--- src/rtl/alu_z_stage_if.sv ---
// alu_z_stage_if: bundles the control-unit handshake, operand inputs and the
// Z register/flag outputs of the ALU execute stage.
//   master modport: control unit side (drives start/op/a/b, observes results)
//   slave  modport: ALU stage side (consumes request, drives busy/done/z/flags)
interface alu_z_stage_if;
  logic        start;
  logic [3:0]  op;
  logic [31:0] a;
  logic [31:0] b;
  logic        busy;
  logic        done;
  logic        op_err;
  logic [31:0] z;
  logic        zero_f;
  logic        neg_f;

  modport master (
    output start, op, a, b,
    input  busy, done, op_err, z, zero_f, neg_f
  );

  modport slave (
    input  start, op, a, b,
    output busy, done, op_err, z, zero_f, neg_f
  );
endinterface

--- src/rtl/alu_z_stage.sv ---
// alu_z_stage: sequential ALU execute stage feeding the Z register.
//   Logical/negate ops (AND, OR, NOT, NEG) complete on the accept edge; shifts
//   and rotates step one bit per cycle. Result lands in z with registered
//   zero_f / neg_f flags; done pulses for one cycle, op_err flags an illegal op.
// Ports:
//   clk    - rising-edge clock
//   clr_n  - asynchronous active-low reset
//   bus    - alu_z_stage_if.slave: start, op[3:0], a[31:0], b[31:0] in;
//            busy, done, op_err, z[31:0], zero_f, neg_f out
// Build option:
//   ALU_ROTATE_EN - when defined, op 7 (ROL) and op 8 (ROR) are implemented;
//                   otherwise they are illegal ops.
module alu_z_stage (
  input  logic          clk,
  input  logic          clr_n,
  alu_z_stage_if.slave  bus
);

  typedef enum logic [1:0] {
    IDLE  = 2'd0,
    SHIFT = 2'd1,
    DONE  = 2'd2
  } state_t;

  typedef enum logic [3:0] {
    OP_AND  = 4'd0,
    OP_OR   = 4'd1,
    OP_NOT  = 4'd2,
    OP_NEG  = 4'd3,
    OP_SHL  = 4'd4,
    OP_SHR  = 4'd5,
    OP_SHRA = 4'd6,
    OP_ROL  = 4'd7,
    OP_ROR  = 4'd8
  } op_t;

`ifdef ALU_ROTATE_EN
  localparam logic [3:0] LAST_OP = OP_ROR;
`else
  localparam logic [3:0] LAST_OP = OP_SHRA;
`endif

  state_t      state, state_nx;
  logic [3:0]  op_q;
  logic        err_q;
  logic [31:0] work;
  logic [4:0]  cnt;
  logic [31:0] z_q;
  logic        zero_q;
  logic        neg_q;

  logic        accept;
  logic        legal_in;
  logic        shift_in;
  logic [4:0]  amt_in;
  logic [31:0] logic_res;
  logic [31:0] step_res;
  logic        z_we;
  logic [31:0] z_nx;

  assign accept   = bus.start && (state == IDLE);
  assign amt_in   = bus.b[4:0];
  // Everything from SHL up to the last implemented op is a bit-serial op.
  assign legal_in = (bus.op <= LAST_OP);
  assign shift_in = (bus.op >= OP_SHL) && (bus.op <= LAST_OP);

  always_comb begin
    logic_res = '0;
    case (bus.op)
      OP_AND:  logic_res = bus.a & bus.b;
      OP_OR:   logic_res = bus.a | bus.b;
      OP_NOT:  logic_res = ~bus.a;
      OP_NEG:  logic_res = ~bus.a + 32'd1;
      default: logic_res = '0;
    endcase
  end

  // One-bit step of the work register; SHRA replicates work[31], which still
  // holds the original a[31] since it is never overwritten.
  always_comb begin
    step_res = work;
    case (op_q)
      OP_SHL:  step_res = {work[30:0], 1'b0};
      OP_SHR:  step_res = {1'b0, work[31:1]};
      OP_SHRA: step_res = {work[31], work[31:1]};
`ifdef ALU_ROTATE_EN
      OP_ROL:  step_res = {work[30:0], work[31]};
      OP_ROR:  step_res = {work[0], work[31:1]};
`endif
      default: step_res = work;
    endcase
  end

  always_comb begin
    state_nx = state;
    z_we     = 1'b0;
    z_nx     = z_q;
    case (state)
      IDLE: begin
        if (accept) begin
          if (shift_in && (amt_in != 5'd0)) begin
            state_nx = SHIFT;
          end else begin
            state_nx = DONE;
            if (shift_in) begin
              z_we = 1'b1;
              z_nx = bus.a;
            end else if (legal_in) begin
              z_we = 1'b1;
              z_nx = logic_res;
            end
          end
        end
      end
      SHIFT: begin
        if (cnt == 5'd1) begin
          state_nx = DONE;
          z_we     = 1'b1;
          z_nx     = step_res;
        end
      end
      DONE:    state_nx = IDLE;
      default: state_nx = IDLE;
    endcase
  end

  always_ff @(posedge clk or negedge clr_n) begin
    if (!clr_n) begin
      state <= IDLE;
    end else begin
      state <= state_nx;
    end
  end

  always_ff @(posedge clk or negedge clr_n) begin
    if (!clr_n) begin
      op_q  <= '0;
      err_q <= 1'b0;
      work  <= '0;
      cnt   <= '0;
    end else if (accept) begin
      op_q  <= bus.op;
      err_q <= !legal_in;
      work  <= bus.a;
      cnt   <= amt_in;
    end else if (state == SHIFT) begin
      work <= step_res;
      cnt  <= cnt - 5'd1;
    end
  end

  always_ff @(posedge clk or negedge clr_n) begin
    if (!clr_n) begin
      z_q    <= '0;
      zero_q <= 1'b0;
      neg_q  <= 1'b0;
    end else if (z_we) begin
      z_q    <= z_nx;
      zero_q <= (z_nx == '0);
      neg_q  <= z_nx[31];
    end
  end

  assign bus.busy   = (state != IDLE);
  assign bus.done   = (state == DONE);
  assign bus.op_err = (state == DONE) && err_q;
  assign bus.z      = z_q;
  assign bus.zero_f = zero_q;
  assign bus.neg_f  = neg_q;

endmodule

--- src/flat_wrapper.sv ---
// flat-port wrapper written by rule: the top's interface ports become plain ports
module alu_z_stage_flat 
  (clk, clr_n, bus_start, bus_op, bus_a, bus_b, bus_busy, bus_done, bus_op_err, bus_z, bus_zero_f, bus_neg_f);
  alu_z_stage_if bus_i ();
  input  logic clk;
  input  logic clr_n;
  input wire logic [$bits(bus_i.start)-1:0] bus_start;
  input wire logic [$bits(bus_i.op)-1:0] bus_op;
  input wire logic [$bits(bus_i.a)-1:0] bus_a;
  input wire logic [$bits(bus_i.b)-1:0] bus_b;
  output wire logic [$bits(bus_i.busy)-1:0] bus_busy;
  output wire logic [$bits(bus_i.done)-1:0] bus_done;
  output wire logic [$bits(bus_i.op_err)-1:0] bus_op_err;
  output wire logic [$bits(bus_i.z)-1:0] bus_z;
  output wire logic [$bits(bus_i.zero_f)-1:0] bus_zero_f;
  output wire logic [$bits(bus_i.neg_f)-1:0] bus_neg_f;
  assign bus_i.start = bus_start;
  assign bus_i.op = bus_op;
  assign bus_i.a = bus_a;
  assign bus_i.b = bus_b;
  assign bus_busy = bus_i.busy;
  assign bus_done = bus_i.done;
  assign bus_op_err = bus_i.op_err;
  assign bus_z = bus_i.z;
  assign bus_zero_f = bus_i.zero_f;
  assign bus_neg_f = bus_i.neg_f;
  alu_z_stage u_core (.clk(clk), .clr_n(clr_n), .bus(bus_i));
endmodule
--- config.mk ---
export PLATFORM = sky130hd
export DESIGN_NAME = alu_z_stage_flat
export DESIGN_NICKNAME = d
export VERILOG_FILES = /design/src/rtl/alu_z_stage_if.sv /design/src/rtl/alu_z_stage.sv /design/src/flat_wrapper.sv
export SDC_FILE = /design/constraint.sdc
export NUM_CORES = 1
export LEC_CHECK = 0
export BUFFER_PORTS_ARGS = -buffer_cell sky130_fd_sc_hd__buf_2
export CAP_MARGIN = 20
export CORE_AREA = 3 3 99 111
export CTS_BUF_LIST = sky130_fd_sc_hd__clkbuf_8
export DETAILED_ROUTE_END_ITERATION = 7
export DIE_AREA = 0 0 102 114
export PLACE_DENSITY = 0.93
export SYNTH_ARGS = -nofsm -noshare
export SYNTH_HDL_FRONTEND = slang
export SYNTH_SLANG_ARGS = --single-unit
--- constraint.sdc ---
create_clock -name clk -period 5.1 [get_ports clk]
set_clock_uncertainty 0.1 [all_clocks]
set_input_delay 0.255 -clock clk [delete_from_list [all_inputs] [get_ports clk]]
set_output_delay 0.255 -clock clk [all_outputs]
set_load 0.005 [all_outputs]
## Yosys cells after proc, flatten, opt, wreduce, memory -nomap -nowiden

Cells that the tools add are included.
W data, S select, Z words.

| storage, ports and cells | value |
|---|---|
| output and inout bits | 37 |
| flip-flop bits (word level) | 78 |
| bits of input ports | 71 |

| cells by class | value |
|---|---|
| mux-type cells | 22 |
| reductions and logical operators | 12 |
| add/sub/neg operators | 2 |
| magnitude comparators | 2 |
| equal/unequal tests | 11 |
| bitwise operators | 3 |

Operators with widths:

| operator | number |
|---|---|
| $mux W32 | 7 |
| $pmux W32 S4 | 1 |
| $pmux W32 S3 | 1 |
| $pmux W32 S2 | 1 |
| $add A32 B1 Y32 const B | 1 |
| $and A32 B32 Y32 | 1 |
| $logic_not A32 Y1 | 1 |
| $not A32 Y32 | 1 |
| $or A32 B32 Y32 | 1 |
| $eq A4 B3 Y1 const B | 3 |
| $mux W5 | 2 |
| $eq A4 B2 Y1 const B | 2 |
| $mux W2 | 3 |
| $eq A5 B1 Y1 const B | 1 |
| $mux W1 | 5 |
| $reduce_bool A5 Y1 | 1 |
| $sub A5 B1 Y5 const B | 1 |
| $eq A4 B1 Y1 const B | 1 |
| $ge A4 B3 Y1 const B | 1 |
| $le A4 B3 Y1 const B | 1 |
| $logic_and A1 B1 Y1 | 4 |
| $logic_not A4 Y1 | 1 |
| $ne A2 B1 Y1 const B | 2 |
| $pmux W2 S2 | 1 |
| other kinds (7) | 8 |

## Depth between registers and ports, before layout

| logic depth | value |
|---|---|
| depth after elaboration | 9 |
| gate-level depth with buffers | 12 |

## Least setup slack after synthesis

No wires, ideal clock.

| path | value |
|---|---|
| kind | input -> register |
| from | input bus_a[12] |
| to | register u_core.zero_q (netlist: u_core.bus.zero_f) |
| slack | 1.914 ns |
| data required time | 4.924 ns |
| path buffers | 1 |
| arrival | 3.010 ns |
| library setup time | 0.076 ns |
| cell stages on the path | 9 |
| path through | buf_6 -> or4_4 -> or3_4 -> o41ai_2 -> a31oi_1 -> a311o_1 -> or4_1 -> or4_1 -> o21ai_1 |

| between the ends | value |
|---|---|
| word-level cells in the longest chain between the ends | 9 |
| elaborated cells between the ends (all ways) | 11 |

Ends and longest elaborated chain:

| what | line | RTL |
|---|---|---|
| start, declared | flat_wrapper.sv:9 | `input wire logic [$bits(bus_i.a)-1:0] bus_a;` |
| $not A32 Y32 | alu_z_stage.sv:72, alu_z_stage.sv:73 |  |
| $add A32 B1 Y32 | alu_z_stage.sv:73 | `OP_NEG: logic_res = ~bus.a + 32'd1;` |
| $pmux W32 S4 | alu_z_stage.sv:69 | `case (bus.op)` |
| $mux W32 | alu_z_stage.sv:108 | `end else if (legal_in) begin` |
| $mux W32 * | alu_z_stage.sv:105 | `if (shift_in) begin` |
| $mux W32 * | alu_z_stage.sv:101 | `if (shift_in && (amt_in != 5'd0)) begin` |
| $mux W32 * | alu_z_stage.sv:100 | `if (accept) begin` |
| $pmux W32 S2 * | alu_z_stage.sv:98 | `case (state)` |
| $logic_not A32 Y1 * | alu_z_stage.sv:159 | `zero_q <= (z_nx == '0);` |
| end signal, assigned | alu_z_stage.sv:159 |  |
| end, declared | alu_z_stage.sv:49 | `logic zero_q;` |

Mark *: on every way between the ends. The rest lies on a longest branch, timed or not.
A chain may end at the register's enable or synchronous reset.

## Worst setup path after layout

| path | value |
|---|---|
| from | register u_core.state[0] |
| to | register u_core.zero_q (netlist: u_core.bus.zero_f) |

| between the ends | value |
|---|---|
| word-level cells in the longest chain between the ends | 5 |
| elaborated cells between the ends (all ways) | 8 |

Ends and longest elaborated chain:

| what | line | RTL |
|---|---|---|
| start, declared | alu_z_stage.sv:43 | `state_t state, state_nx;` |
| start signal, assigned | alu_z_stage.sv:131 | `state <= state_nx;` |
| $logic_not A2 Y1 | alu_z_stage.sv:61, alu_z_stage.sv:98 |  |
| $logic_and A1 B1 Y1 | alu_z_stage.sv:61 | `assign accept = bus.start && (state == IDLE);` |
| $mux W32 | alu_z_stage.sv:100 |  |
| $pmux W32 S2 | alu_z_stage.sv:98 |  |
| $logic_not A32 Y1 | alu_z_stage.sv:159 |  |

Several ways; a longest one is shown, not always the timed one.

==> results.ini <==
[run_status]
outcome=complete, but fails checks
violations=design-rule violations

[place]
post_dp_cell_area_mm2=0.00647
port_buffers=107
dp.cells=908
gp_congestion=0.995
dp_slack_ps=1220
dp_hpwl_um=18200

[logic_synthesis]
synth_area_per_cell_um2=8.13
ys_seq_area_frac=0.325
synth_top_family_by_area=compound AO/OA/AOI/OAI gates
synth_flop_cell=dfrtp_1
synth_area_leaders=dfrtp_1 32%, o21ai_0 6.9%, a22oi_1 5.4%, a21oi_1 4.3%, nor2_1 3.6%
synth_compound_area_frac=0.392
synth_mux_area_frac=0.00337
netlist_area_mm2=0.00593
synth_top_area_frac=0.325
ys_types=79
synth_adder_area_share=0.0215
synth_xor_area_frac=0.00738
synth.net_count=804
synth_edf_count=0
synthArstFlopShare=1.00
ys_ff_latch=77
synth_cells=730
synth-simple-area-share=0.202
yosys_warnings=0
yosys.area.top_type=dfrtp_1

[timing]
tns_ps=0
setup_viol=0
drv_slew=0
fin_ws_ps=1170
rsz0062_at_grt=no
worst_pin_slew_ps=1100
maxSlewHeadroom=0.265
period_share=0.770
finalCriticalPeriod_ps=3930
finalHoldViolCount=0
max_freq_mhz=254

[cts]
path_clk_slew_ps=80
cts_tree=done
root_buffer=clkbuf_8
cts_made_buffers=9
clock_latency_ps=360
htree_levels=3
post_cts_resized=0
cts_sinks=77
clockBufferDepth=2

[grt]
antenna_found_initial=0
gr-total-overflow=0
grt_pass1_wl_um=38000
grt_usage=0.426
grt_pass1_vias=6760
grt_max_degree=78

[setup_path]
start_kind=flip-flop
r2r_end=u_core.bus.zero_f
path_class=flip-flop to flip-flop
critPathArrivalTime_ps=4110
cp-end-kind=flip-flop
worstReg2RegStart=u_core.state[0]
rr_worst_depth=9
cp.required_ps=5280
r2r_setup_slack_ps=1170
cp_max_fo=16

[min_path]
holdPathStages=2
hold_path_class=input pin to flip-flop
min_to=u_core.cnt[1]
worstHoldStart=bus_b[1]

[floorplanning]
dieArea_mm2=0.0116
fp.dieH_um=114
core_mm2=0.00989
start_util=0.600
fp-row-count=38
io_pins=108
fp.dieW_um=102

[finish]
antennaDiodeCount=0
layout.cells.non_filler=925
mostFrequentLayoutCell=buf_2
final_cell_mix=106 x buf_2, 82 x o21ai_0, 77 x dfrtp_1, 57 x nor2_1, 56 x nand2_1
postLayoutCellArea_mm2=0.00668
fin_nets=874
fillers=887
synthToLayoutAreaGrowth_pct=12.5
drive_gt1_frac=0.186

[run]
cap_violations=0

[detailed_routing]
via_per_inst=7.93
detail_route.first_pass.iterations=8
wl_per_cell_um=27.2
via_count=7335
drtAntennaViolNets=0
drt-initial-drc-count=1328
routed_wl_um=25200
drcViolationCount=37

[power_and_ir_drop]
vdd_ir_drop_max_v=0.000320
p_total_w=0.00339
cellLeakagePower_nw=2.65
powerDensity_mw_per_mm2=508

[power by group]
part           internal, W  switching (W)
Combinational     0.000645       0.000987
Sequential        0.000902       0.000395
Clock             0.000224       0.000240
[cell usage after synthesis (6+ instances only)]
cell type	n
a31oi_1	7
a222oi_1	17
a221oi_1	6
inv_1	14
o311ai_0	6
nor3_1	21
nand2_1	56
a211oi_1	11
or3_1	8
clkbuf_1	54
o21ai_0	82
and2_1	8
a21oi_1	51
maj3_1	9
a221o_1	10
nand3_1	11
a21o_1	7
nand4_1	7
o31ai_1	10
o211ai_1	10
a311o_1	7
a22oi_1	43
o221ai_1	10
o22ai_1	10
nor4_1	8
or4_1	8
nor2_1	57
dfrtp_1	77
[per-layer routing]
metal  share of wire  GRT usage  vias up
li1                -          -     3066
met1            0.34      0.534     3429
met2            0.46      0.679      678
met3            0.12     0.0734      162
met4           0.083      0.261        0
met5               0          0        -
[logic make-up (layout without fill, tap and decap cells)]
| logic type | Yosys count | after routing |
|---|---|---|
| DFF | 77 | 77 |
| buffers and inverters | 74 | 149 |
| muxes | 2 | 2 |
| xor gates and xnor gates | 5 | 5 |
| AOI/OAI and AO/OA | 332 | 332 |
| adders and majority gates | 12 | 12 |
| and+or+nand+nor | 228 | 228 |
[state kept, by name (all words and copies together), names as in the netlist]
signal	count
u_core.bus.z	31
u_core.bus.zero_f	1
u_core.err_q	1
u_core.bus.neg_f	1
u_core.op_q	4
u_core.cnt	5
u_core.work	32
u_core.state	2
[worst max path at each step]
stage,startpoint,to,depth (start not counted)
after CTS,u_core.cnt[1],u_core.bus.zero_f,10
after floorplan,bus_a[12],u_core.bus.zero_f,9
after global placement,bus_op[0],u_core.bus.zero_f,10
after detailed placement,bus_op[0],u_core.bus.zero_f,10
final,u_core.state[0],u_core.bus.zero_f,9
after global routing,u_core.cnt[1],u_core.bus.zero_f,10
[critical path, stage by stage, from the launching register on]
cell      delay (ps)
dfrtp_1          580
nor2_1           450
and2_1           470
nand2_1          390
a221oi_1         520
o21ai_0          240
nor4_1           270
nor4bb_1         530
nand4b_1         160
o21ai_1          130
[metrics by stage]
stage	hold slack, ps	util
6_report	106	0.675
5_1_grt	120	0.675
4_1_cts	121	0.675
3_5_place_dp	373	0.655
3_3_place_gp	364	0.655
2_1_floorplan	-141	-
[area by class of cell]
type,count,area [um^2],area share
inverter,14,52.6,0.00787
clock inverter,7,68.8,0.0103
tap,120,150,0.0225
sequential,77,1930,0.289
clock buffer,9,124,0.0185
timing repair buffer,119,631,0.0944
multi-input combinational,579,3720,0.558
[what timing repair did]
item | in CTS | in global routing
buffers inserted | 0 | 0
hold buffers | 1 | 0
endpoints found under the hold margin | 9 | 0
setup endpoints to repair | 0 | 0
No activity file was read; power rests on OpenSTA's default activity.
